[config.mk]
export PLATFORM = sky130hd
export DESIGN_NAME = lap_stopwatch
export DESIGN_NICKNAME = d
export VERILOG_FILES = /design/src/rtl/lap_stopwatch.sv
export SDC_FILE = /design/constraint.sdc
export NUM_CORES = 1
export LEC_CHECK = 0
export CAP_MARGIN = 20
export CELL_PAD_IN_SITES_DETAIL_PLACEMENT = 1
export CELL_PAD_IN_SITES_GLOBAL_PLACEMENT = 2
export CORE_ASPECT_RATIO = 2
export CORE_UTILIZATION = 40
export DETAILED_ROUTE_END_ITERATION = 6
export PLACE_DENSITY = 0.81
export SYNTH_ARGS = -nofsm -noshare
export SYNTH_HDL_FRONTEND = slang
export SYNTH_SLANG_ARGS = --single-unit
[constraint.sdc]
create_clock -name clk -period 2.7 [get_ports clk]
set_input_delay 0.27 -clock clk [delete_from_list [all_inputs] [get_ports clk]]
set_output_delay 0.27 -clock clk [all_outputs]
set_load 0.1 [all_outputs]
[src/rtl/lap_stopwatch.sv]
// Lap stopwatch: centisecond/second/minute counter with run/pause/idle control and a lap FIFO.
// Define LAP_STOPWATCH_SPLIT_EN to store split times (elapsed since previous lap) instead of absolute times.
module lap_stopwatch #(
  parameter int unsigned CLK_FREQ_HZ = 50000000,
  parameter int unsigned MIN_W       = 7,
  parameter int unsigned MIN_MAX     = 59,
  parameter int unsigned SATURATE    = 0,
  parameter int unsigned LAP_DEPTH   = 4
) (
  input  logic                clk,
  input  logic                rst,
  input  logic                start_stop,
  input  logic                clear,
  input  logic                lap,
  output logic [6:0]          cs_count,
  output logic [6:0]          sec_count,
  output logic [MIN_W-1:0]    min_count,
  output logic                running,
  output logic                max_flag,
  output logic                lap_valid,
  input  logic                lap_ready,
  output logic [14+MIN_W-1:0] lap_data,
  output logic                lap_overflow
);

  localparam int unsigned DIV    = CLK_FREQ_HZ / 100;
  localparam int unsigned DIV_W  = (DIV > 1) ? $clog2(DIV) : 1;
  localparam int unsigned PTR_W  = $clog2(LAP_DEPTH);
  localparam int unsigned OCC_W  = PTR_W + 1;
  localparam int unsigned DATA_W = 14 + MIN_W;

  typedef enum logic [1:0] {IDLE, RUN, PAUSE} state_t;

  state_t             state, state_next;
  logic [DIV_W-1:0]   div;
  logic               tick;
  logic               at_max;
  logic               sat_en;

  assign sat_en  = (SATURATE != 0);
  assign tick    = (state == RUN) && (div == DIV_W'(DIV - 1));
  assign at_max  = (cs_count == 7'd99) && (sec_count == 7'd59) &&
                   (min_count == MIN_W'(MIN_MAX));
  assign running = (state == RUN);

  always_comb begin
    state_next = state;
    case (state)
      IDLE:    if (start_stop) state_next = RUN;
      RUN:     if (start_stop || (tick && at_max && sat_en)) state_next = PAUSE;
      PAUSE: begin
        if (clear) state_next = IDLE;
        else if (start_stop && !(sat_en && max_flag)) state_next = RUN;
      end
      default: state_next = IDLE;
    endcase
  end

  // Divider only advances in RUN; holding it in PAUSE keeps the sub-centisecond phase.
  always_ff @(posedge clk) begin
    if (rst) begin
      state     <= IDLE;
      div       <= '0;
      cs_count  <= '0;
      sec_count <= '0;
      min_count <= '0;
      max_flag  <= 1'b0;
    end else begin
      state <= state_next;
      if (state == IDLE || (state == PAUSE && clear)) begin
        div       <= '0;
        cs_count  <= '0;
        sec_count <= '0;
        min_count <= '0;
        max_flag  <= 1'b0;
      end else if (tick) begin
        div <= '0;
        if (at_max) begin
          max_flag <= 1'b1;
          if (!sat_en) begin
            cs_count  <= '0;
            sec_count <= '0;
            min_count <= '0;
          end
        end else if (cs_count == 7'd99) begin
          cs_count <= '0;
          if (sec_count == 7'd59) begin
            sec_count <= '0;
            min_count <= min_count + 1'b1;
          end else begin
            sec_count <= sec_count + 7'd1;
          end
        end else begin
          cs_count <= cs_count + 7'd1;
        end
      end else if (state == RUN) begin
        div <= div + 1'b1;
      end
    end
  end

  logic [DATA_W-1:0] mem [LAP_DEPTH];
  logic [PTR_W-1:0]  wr_ptr, rd_ptr;
  logic [OCC_W-1:0]  occ;
  logic              push, pop, full, empty, accept, drop;
  logic [DATA_W-1:0] entry;

  assign empty     = (occ == '0);
  assign full      = (occ == OCC_W'(LAP_DEPTH));
  assign lap_valid = !empty;
  assign push      = lap && (state != IDLE);
  assign pop       = lap_valid && lap_ready;
  assign accept    = push && (!full || pop);
  assign drop      = push && full && !pop;
  assign lap_data  = lap_valid ? mem[rd_ptr] : '0;

`ifdef LAP_STOPWATCH_SPLIT_EN
  localparam int unsigned MW1 = MIN_W + 1;

  logic [6:0]       ref_cs, ref_sec;
  logic [MIN_W-1:0] ref_min;
  logic [7:0]       cs_diff, sec_diff;
  logic [MIN_W:0]   min_diff;
  logic             b_cs, b_sec;

  always_ff @(posedge clk) begin
    if (rst || state == IDLE) begin
      ref_cs  <= '0;
      ref_sec <= '0;
      ref_min <= '0;
    end else if (accept) begin
      ref_cs  <= cs_count;
      ref_sec <= sec_count;
      ref_min <= min_count;
    end
  end

  // Mixed-radix subtract; the minute field wraps modulo MIN_MAX+1 after a rollover.
  always_comb begin
    cs_diff = {1'b0, cs_count} - {1'b0, ref_cs};
    b_cs    = cs_diff[7];
    if (b_cs) cs_diff = cs_diff + 8'd100;
    sec_diff = {1'b0, sec_count} - {1'b0, ref_sec} - {7'd0, b_cs};
    b_sec    = sec_diff[7];
    if (b_sec) sec_diff = sec_diff + 8'd60;
    min_diff = {1'b0, min_count} - {1'b0, ref_min} - {{MIN_W{1'b0}}, b_sec};
    if (min_diff[MIN_W]) min_diff = min_diff + MW1'(MIN_MAX + 1);
  end

  assign entry = {min_diff[MIN_W-1:0], sec_diff[6:0], cs_diff[6:0]};
`else
  assign entry = {min_count, sec_count, cs_count};
`endif

  always_ff @(posedge clk) begin
    if (accept) mem[wr_ptr] <= entry;
  end

  always_ff @(posedge clk) begin
    if (rst) begin
      wr_ptr       <= '0;
      rd_ptr       <= '0;
      occ          <= '0;
      lap_overflow <= 1'b0;
    end else begin
      if (accept) wr_ptr <= wr_ptr + 1'b1;
      if (pop)    rd_ptr <= rd_ptr + 1'b1;
      if (accept && !pop)      occ <= occ + 1'b1;
      else if (!accept && pop) occ <= occ - 1'b1;
      if (clear && empty) lap_overflow <= 1'b0;
      else if (drop)      lap_overflow <= 1'b1;
    end
  end

endmodule

Word level (Yosys, flattened, before mapping) --
Memories as Yosys holds them, arrays and structs flattened. A register that Yosys moved wholly into a read port is not among the register bits. Cells that the tools add are included.
Word-level totals: ROM bits 0, logic and storage cells 76, bits of input ports 6, flip-flop bits (word level) 51, memories 1, bits in latches 0, bits in writable memories 84, output and inout port bits 46
Memories:
- mem | words 4, bits a word 21, rd ports 1, clocked after Yosys merged registers in 1, wr ports 1, line 102 | logic [DATA_W-1:0] mem [LAP_DEPTH];
Cells by class: $add $sub $neg 8, divide/modulo/power cells 0, multiplexer cells 19, eq/ne operators 8, bitwise logic cells 0, multipliers 0, shifts and indexed selects 0, $lt $le $gt $ge 0, reduce and logical (&&, ||, !) cells 30
Operators by type and width (number):
- $mux W7 | 8
- $add A7 B1 Y7 const B | 3
- $mux W21 | 1
- $add A19 B1 Y19 const B | 1
- $eq A19 B19 Y1 const B | 1
- $eq A7 B6 Y1 const B | 2
- $logic_and A1 B1 Y1 | 12
- $mux W2 | 5
- $reduce_bool A2 Y1 | 4
- $eq A7 B7 Y1 const B | 1
- $mux W3 | 2
- $pmux W2 S3 | 1
- $add A2 B1 Y2 const B | 2
- $logic_not A1 Y1 | 4
- $reduce_and A2 Y1 | 2
- $reduce_or A2 Y1 | 2
- $add A3 B1 Y3 const B | 1
- $eq A3 B3 Y1 const B | 1
- $logic_not A3 Y1 | 1
- $reduce_and A3 Y1 | 1
- $reduce_or A3 Y1 | 1
- $sub A3 B1 Y3 const B | 1
- $eq A2 B1 Y1 const B | 1
- $eq A2 B2 Y1 const B | 1
- other kinds (4) | 6

Longest topological paths before layout --
Gate-level depths: netlist (run 1).
depth after elaboration 9, depth in mapped cells 10, gate-level depth less buffers 9

Worst setup path after synthesis (run 1) --
OpenSTA, ideal clock, no wires.
path type flip-flop to flip-flop, start reg cs_count[6], end reg min_count[6], arrival 2.622 ns, setup slack -0.044 ns, cell stages (with the launch flop) 5, required time 2.578 ns, library setup time 0.122 ns, cell sequence dfxtp_1 -> or4b_4 -> or4_1 -> or4_1 -> mux2i_1
On the way: longest elaborated chain between the ends 5
Ends and longest elaborated chain:
- from (decl) | line 15 | output logic [6:0] cs_count,
- from (signal assigned) | line 94 | cs_count <= cs_count + 7'd1;
- $eq A7 B7 Y1 * | line 42, 85
- $logic_and A1 B1 Y1 (2 in a row) | line 42 | assign at_max = (cs_count == 7'd99) && (sec_count == 7'd59) &&
- $reduce_bool A2 Y1 (no source line)
- $reduce_and A3 Y1 (no source line)
- to (signal assigned) | line 89 | min_count <= min_count + 1'b1;
- to (decl) | line 17 | output logic [MIN_W-1:0] min_count,
Every way passes the cells marked *; elsewhere a longest branch is shown, timed or not. A chain may end at the register's enable or synchronous reset.

==> flow_summary_export.csv, run 1 <==
group,metric,value,unit
synthesis,ys_types,50,
synthesis,synth_seq_cells,137,
power_and_ir_drop,p_leak,2.52,nW
synthesis,synthMuxAreaShare,8.90,%
synthesis,synth_xor_area_share,2.83,%
synthesis,synth_flop_cell,"edfxtp_1",
timing,tightest_slew,1.03,ns
placement,gp_congestion,0.779,
timing,holdWs,0.496,ns
run_status,status,"finished, final reports clean",
timing,setup-violations-final,0,
run,maxCapViolCount,0,
synthesis,synth_simple_gate_area_share,15.3,%
timing,max_freq,421,MHz
synthesis,synth_top_family_by_area,"simple AND/OR/NAND/NOR gates",
synthesis,async_flop_share,0,%
timing,rsz0062_at_grt,"no",
global_routing,grt_overflow,0,
placement,dp.cells,681,
global_routing,track_usage,20.5,%
critical_path,crit_type,"flip-flop to output port",
global_routing,grt_pass1_vias,4288,
routing,drt_wl_total,14300,um
placement,port-buffer-count,51,
routing,drc_errors,0,
layout,stdcell_area,7480,sq um
floorplanning,initial_utilization,41.0,%
layout,area_delta_synth_final,27.3,%
global_routing,antenna_found_initial,0,
synthesis,yosysWarnings,0,
timing,period_share,88.0,%
clocking,hold_buffers,0,
placement,placed_area,6800,sq um
global_routing,grt_max_degree,24,
floorplanning,die_w,87.7,um
layout,layout-drive-gt1-share,23.0,%
synthesis,syn-cell-area,5880,sq um
clocking,root_buffer,"clkbuf_16",
critical_path,arrival,2.11,ns
synthesis,synth_edf_count,84,
timing,finClkSkew,0.00843,ns
clocking,post-cts-setup-buffers,0,
worst_hold_path,holdCritPathClass,"flip-flop to flip-flop",
timing,setup_tns,0,ns
power_and_ir_drop,ir_drop,0.498,mV
routing,routedWlPerCell,20.0,um
clocking,cts_tree,"yes",
layout,final_cells,714,
synthesis,syn_inst,446,
routing,via_count,3939,
timing,period_minus_slack,2.38,ns
routing,dr.pass1.iters,5,
floorplanning,row_count,62,
synthesis,synthesis.nets,462,
layout,nNetsFinal,525,
layout,n_antenna_cell,0,
floorplanning,num_io_pins,52,
timing,slew_headroom,31.2,%
clocking,cts_made_buffers,17,
clocking,clk_pin_slew,0.06,ns
critical_path,worst_setup_path_end_kind,"output port",
routing,drtIter0Drc,175,
clocking,clk_path_buf_depth,2,
power_and_ir_drop,power_density,1130,nW/um^2
synthesis,yosysSeqAreaShare,61.0,%
floorplanning,die_y,173,um
floorplanning,core-area,14400,sq um
critical_path,startpoint_type,"flip-flop",
clocking,h-tree-depth,4,
critical_path,cp_data_required_time,2.43,ns
placement,place_hpwl,9780,um
timing,hold_viol_final,0,
routing,ant_nets,0,
routing,vias_per_cell,5.52,
floorplanning,die_area,15200,sq um
power_and_ir_drop,power,0.00844,W
timing,slew_violations,0,
synthesis,synthAdderAreaFrac,2.26,%
critical_path,worstPathMaxFanout,21,
clocking,clock-sinks,137,
clocking,clk_latency,0.42,ns
synthesis,synth_compound_area_share,7.73,%
global_routing,grt_pass1_wl,23000,um
clocking,ctsResizeCount,0,
synthesis,avgSynthCellArea,13.2,sq um
==> layer usage <==
metal / vias up / track usage, % / share of wire (%) / wire length (um)
met5: - / 0 / 0 / 0
met1: 1997 / 20.2 / 36 / 5140
met3: 6 / 4.57 / 2.5 / 353
met2: 90 / 39.5 / 60 / 8630
met4: 0 / 7.79 / 1.2 / 165
li1: 1846 / - / - / -
==> metrics by stage <==
stage | util (%) | setup slack [ns]
floorplan | - | 0.0956
global placement | 47.4 | 0.288
detailed placement | 47.4 | 0.177
CTS | 51.9 | 0.282
global route | 52.1 | 0.215
finish | 52.1 | 0.324
==> flip-flops by register name, indices dropped and copies added, names as in the netlist, named ones only <==
| name | cells |
|---|---|
| div | 19 |
| rd_ptr | 2 |
| lap_overflow | 1 |
| occ | 3 |
| cs_count | 7 |
| min_count | 7 |
| mem | 84 |
| max_flag | 1 |
| wr_ptr | 2 |
| state | 2 |
| sec_count | 7 |
==> layout make-up <==
class                           count  area [sq um]
Clock inverter                     14           219
Multi-Input combinational cell    278          2180
Inverter                            8          30.0
Tap cell                          192           240
Sequential cell                   137          3590
Timing Repair Buffer               67           798
Clock buffer                       18           429
Fill cell                        1404          6870
==> critical path, stage by stage (launching register included) <==
cell,delay [ns]
dfxtp_1,0.33
buf_4,0.38
mux4_2,0.57
and2_1,0.21
buf_12,0.17
==> cell families (layout without fill, tap and decap cells) <==
family	count (synthesis)	count (layout)
mux	26	26
compound gates	65	65
flops	137	137
simple gates	158	158
buf+inv	31	107
xor+xnor	19	19
fa+ha+maj	10	10
==> where the power goes <==
group	switching, W	internal (W)	total (W)
clock network	0.000900	0.00165	0.00255
logic	0.00230	0.00124	0.00353
registers	0.0000618	0.00229	0.00236
total	0.00326	0.00518	0.00844
==> worst paths after layout <==
kind | start | end | slack, ns | cells past startpoint
worst max-delay path | flip-flop | lap_data[2] | 0.32 | 4
worst min-delay path | max_flag | max_flag | 0.50 | 2
worst max register to register | state[1] | occ[2] | 0.41 | 9
worst min register to register | max_flag | max_flag | 0.50 | 2
==> cells in the final DEF, fill, tap and decap left out, types with 6 or more instances in the layout <==
cell type / netlist / final
nand3_1: 14 / 14
a211oi_1: 7 / 7
dfxtp_1: 53 / 50
and3_1: 8 / 8
nand4_1: 9 / 9
and2_1: 28 / 28
xor2_1: 10 / 10
ha_1: 9 / 9
buf_12: 0 / 21
edfxtp_1: 84 / 84
inv_1: 8 / 8
nand2_1: 18 / 18
buf_4: 0 / 40
clkbuf_16: 0 / 17
xnor2_1: 9 / 9
nor2_1: 35 / 35
nor4_1: 6 / 6
mux4_2: 21 / 21
or4_1: 6 / 6
a21oi_1: 13 / 13
o21ai_0: 8 / 8
==> cells in the mapped netlist, types with 3 or more instances <==
cell	instances	share of area (%)
o31ai_1	5	0.64
a211oi_1	7	0.89
o311ai_0	4	0.60
o211ai_1	4	0.51
nand4_1	9	0.96
mux2i_1	5	0.85
a21oi_1	13	1.1
a31oi_1	4	0.43
xor2_1	10	1.5
xnor2_1	9	1.3
mux4_2	21	8.0
nor2_1	35	2.2
and3_1	8	0.85
nand3_1	14	1.2
ha_1	9	1.9
o21ai_0	8	0.68
buf_1	3	0.19
or3_1	5	0.53
edfxtp_1	84	43
and4_1	4	0.60
inv_1	8	0.51
o21a_1	3	0.38
clkbuf_1	19	1.2
or4_1	6	0.77
o41ai_1	4	0.60
nor3_1	3	0.26
and2_1	28	3.0
nor4_1	6	0.64
nor3b_1	3	0.38
nand2_1	18	1.1
a41oi_1	5	0.75
dfxtp_1	53	18
nor4bb_1	3	0.51
nor4b_1	5	0.75
Power figures use the tool's default switching activity.
==> inputs of run 2 (changes only) <==
--- a/config.mk
+++ b/config.mk
@@ -11,7 +11,7 @@
 export CORE_ASPECT_RATIO = 2
 export CORE_UTILIZATION = 40
 export DETAILED_ROUTE_END_ITERATION = 6
-export PLACE_DENSITY = 0.81
+export PLACE_DENSITY = 0.76
 export SYNTH_ARGS = -nofsm -noshare
 export SYNTH_HDL_FRONTEND = slang
 export SYNTH_SLANG_ARGS = --single-unit
==> flow_summary_export.csv, run 2 (synthesis gave the netlist of run 1 again) <==
group,metric,value,unit
floorplanning,core-area,14400,sq um
run,maxCapViolCount,0,
timing,finClkSkew,0.0109,ns
timing,rsz0062_at_grt,"no",
run_status,status,"finished, final reports clean",
global_routing,grt_pass1_wl,22400,um
timing,period_minus_slack,2.36,ns
timing,max_freq,424,MHz
clocking,clock-sinks,137,
placement,port-buffer-count,51,
clocking,clk_latency,0.42,ns
floorplanning,row_count,62,
clocking,post-cts-setup-buffers,0,
critical_path,r2r-end,"min_count[3]",
critical_path,crit_type,"flip-flop to flip-flop",
routing,via_count,3970,
clocking,root_buffer,"clkbuf_16",
timing,holdWs,0.503,ns
critical_path,arrival,2.62,ns
layout,final_common_cell,"edfxtp_1",
floorplanning,die_y,173,um
layout,layout-drive-gt1-share,22.7,%
clocking,ctsResizeCount,0,
critical_path,rrSetupSlack,0.34,ns
layout,multi_input_area,2180,sq um
global_routing,grt_overflow,0,
timing,tightest_slew,0.777,ns
critical_path,cp-endpoint,"min_count[3]",
floorplanning,die_area,15200,sq um
power_and_ir_drop,power,0.00845,W
global_routing,antenna_found_initial,0,
timing,hold_viol_final,0,
power_and_ir_drop,ir_drop,0.529,mV
layout,num-fill-cells,1401,
routing,dr.pass1.iters,4,
timing,slew_headroom,48.2,%
routing,drt_wl_total,14000,um
floorplanning,num_io_pins,52,
clocking,hold_buffers,0,
timing,setup_tns,0,ns
layout,n_antenna_cell,0,
routing,drc_errors,0,
layout,nNetsFinal,522,
layout,final_cells,711,
routing,ant_nets,0,
routing,routedWlPerCell,19.7,um
placement,gp_congestion,0.793,
clocking,cts_made_buffers,17,
placement,dp.cells,678,
critical_path,startpoint_type,"flip-flop",
critical_path,startpoint,"cs_count[2]",
critical_path,cp_data_required_time,2.96,ns
layout,area_delta_synth_final,26.7,%
power_and_ir_drop,p_leak,2.49,nW
timing,setup-violations-final,0,
routing,vias_per_cell,5.58,
critical_path,worstPathMaxFanout,10,
worst_hold_path,holdCritPathClass,"flip-flop to flip-flop",
critical_path,r2r-start,"cs_count[2]",
placement,place_hpwl,9430,um
power_and_ir_drop,power_density,1140,nW/um^2
clocking,clk_path_buf_depth,2,
critical_path,worst_setup_path_end_kind,"flip-flop",
critical_path,rr_worst_depth,4,
layout,top_regs,"mem: 84 flops, div: 19 flops",
timing,period_share,87.4,%
timing,slew_violations,0,
layout,final_cell_mix,"edfxtp_1, dfxtp_1, buf_4",
routing,drtIter0Drc,154,
layout,seqCellArea,3590,sq um
clocking,cts_tree,"yes",
floorplanning,initial_utilization,41.0,%
clocking,clk_pin_slew,0.06,ns
layout,largest_reg_flops,84,
global_routing,grt_max_degree,24,
layout,largest-register,"mem",
floorplanning,die_w,87.7,um
clocking,h-tree-depth,4,
global_routing,grt_pass1_vias,4189,
layout,final_core_util,51.9,%
global_routing,track_usage,19.9,%
-- run 2: area by class of cell --
class                           count  share of cell area (%)
Multi-Input combinational cell    278                    29.2
Tap cell                          192                    3.23
Clock buffer                       18                    5.76
Timing Repair Buffer               64                    10.3
Clock inverter                     14                    2.94
Sequential cell                   137                    48.2
Inverter                            8                   0.403
-- run 2: how the worst min path moves through the flow --
stage | start | endpoint | slack (ns) | depth (start not counted)
6_report | max_flag | max_flag | 0.50 | 2
2_1_floorplan | clear | lap_overflow | 0.37 | 1
4_1_cts | max_flag | max_flag | 0.50 | 2
5_1_grt | clear | lap_overflow | 0.51 | 2
3_5_place_dp | max_flag | max_flag | 0.49 | 2
3_3_place_gp | max_flag | max_flag | 0.48 | 2
-- run 2: routing by layer --
layer,share of wire (%),vias up,track usage (%),wire (um)
met4,2.0,0,9.43,284
met5,0,-,0,0
li1,-,1847,-,-
met1,38,2018,20.9,5250
met3,2.8,22,3.81,398
met2,58,83,36.5,8060
-- run 2: through the flow --
| step | worst slack, ns | area, sq um |
|---|---|---|
| detailed placement | 0.260 | 6780 |
| CTS | 0.291 | 7430 |
| finish | 0.340 | 7440 |
| floorplan | 0.0956 | 5880 |
| global route | 0.201 | 7440 |
| global placement | 0.312 | 6780 |
-- run 2: critical path, cell delays in order, from the launching register on --
cell,delay [ns]
dfxtp_1,0.40
or4b_4,0.60
or4_1,0.48
nor2_1,0.56
a211oi_1,0.17
-- run 2: power by group --
| part | internal [W] | total, W | switching, W |
|---|---|---|---|
| Clock | 0.00165 | 0.00257 | 0.000919 |
| Combinational | 0.00124 | 0.00353 | 0.00230 |
| Sequential | 0.00229 | 0.00235 | 0.0000559 |
| Total | 0.00518 | 0.00845 | 0.00327 |
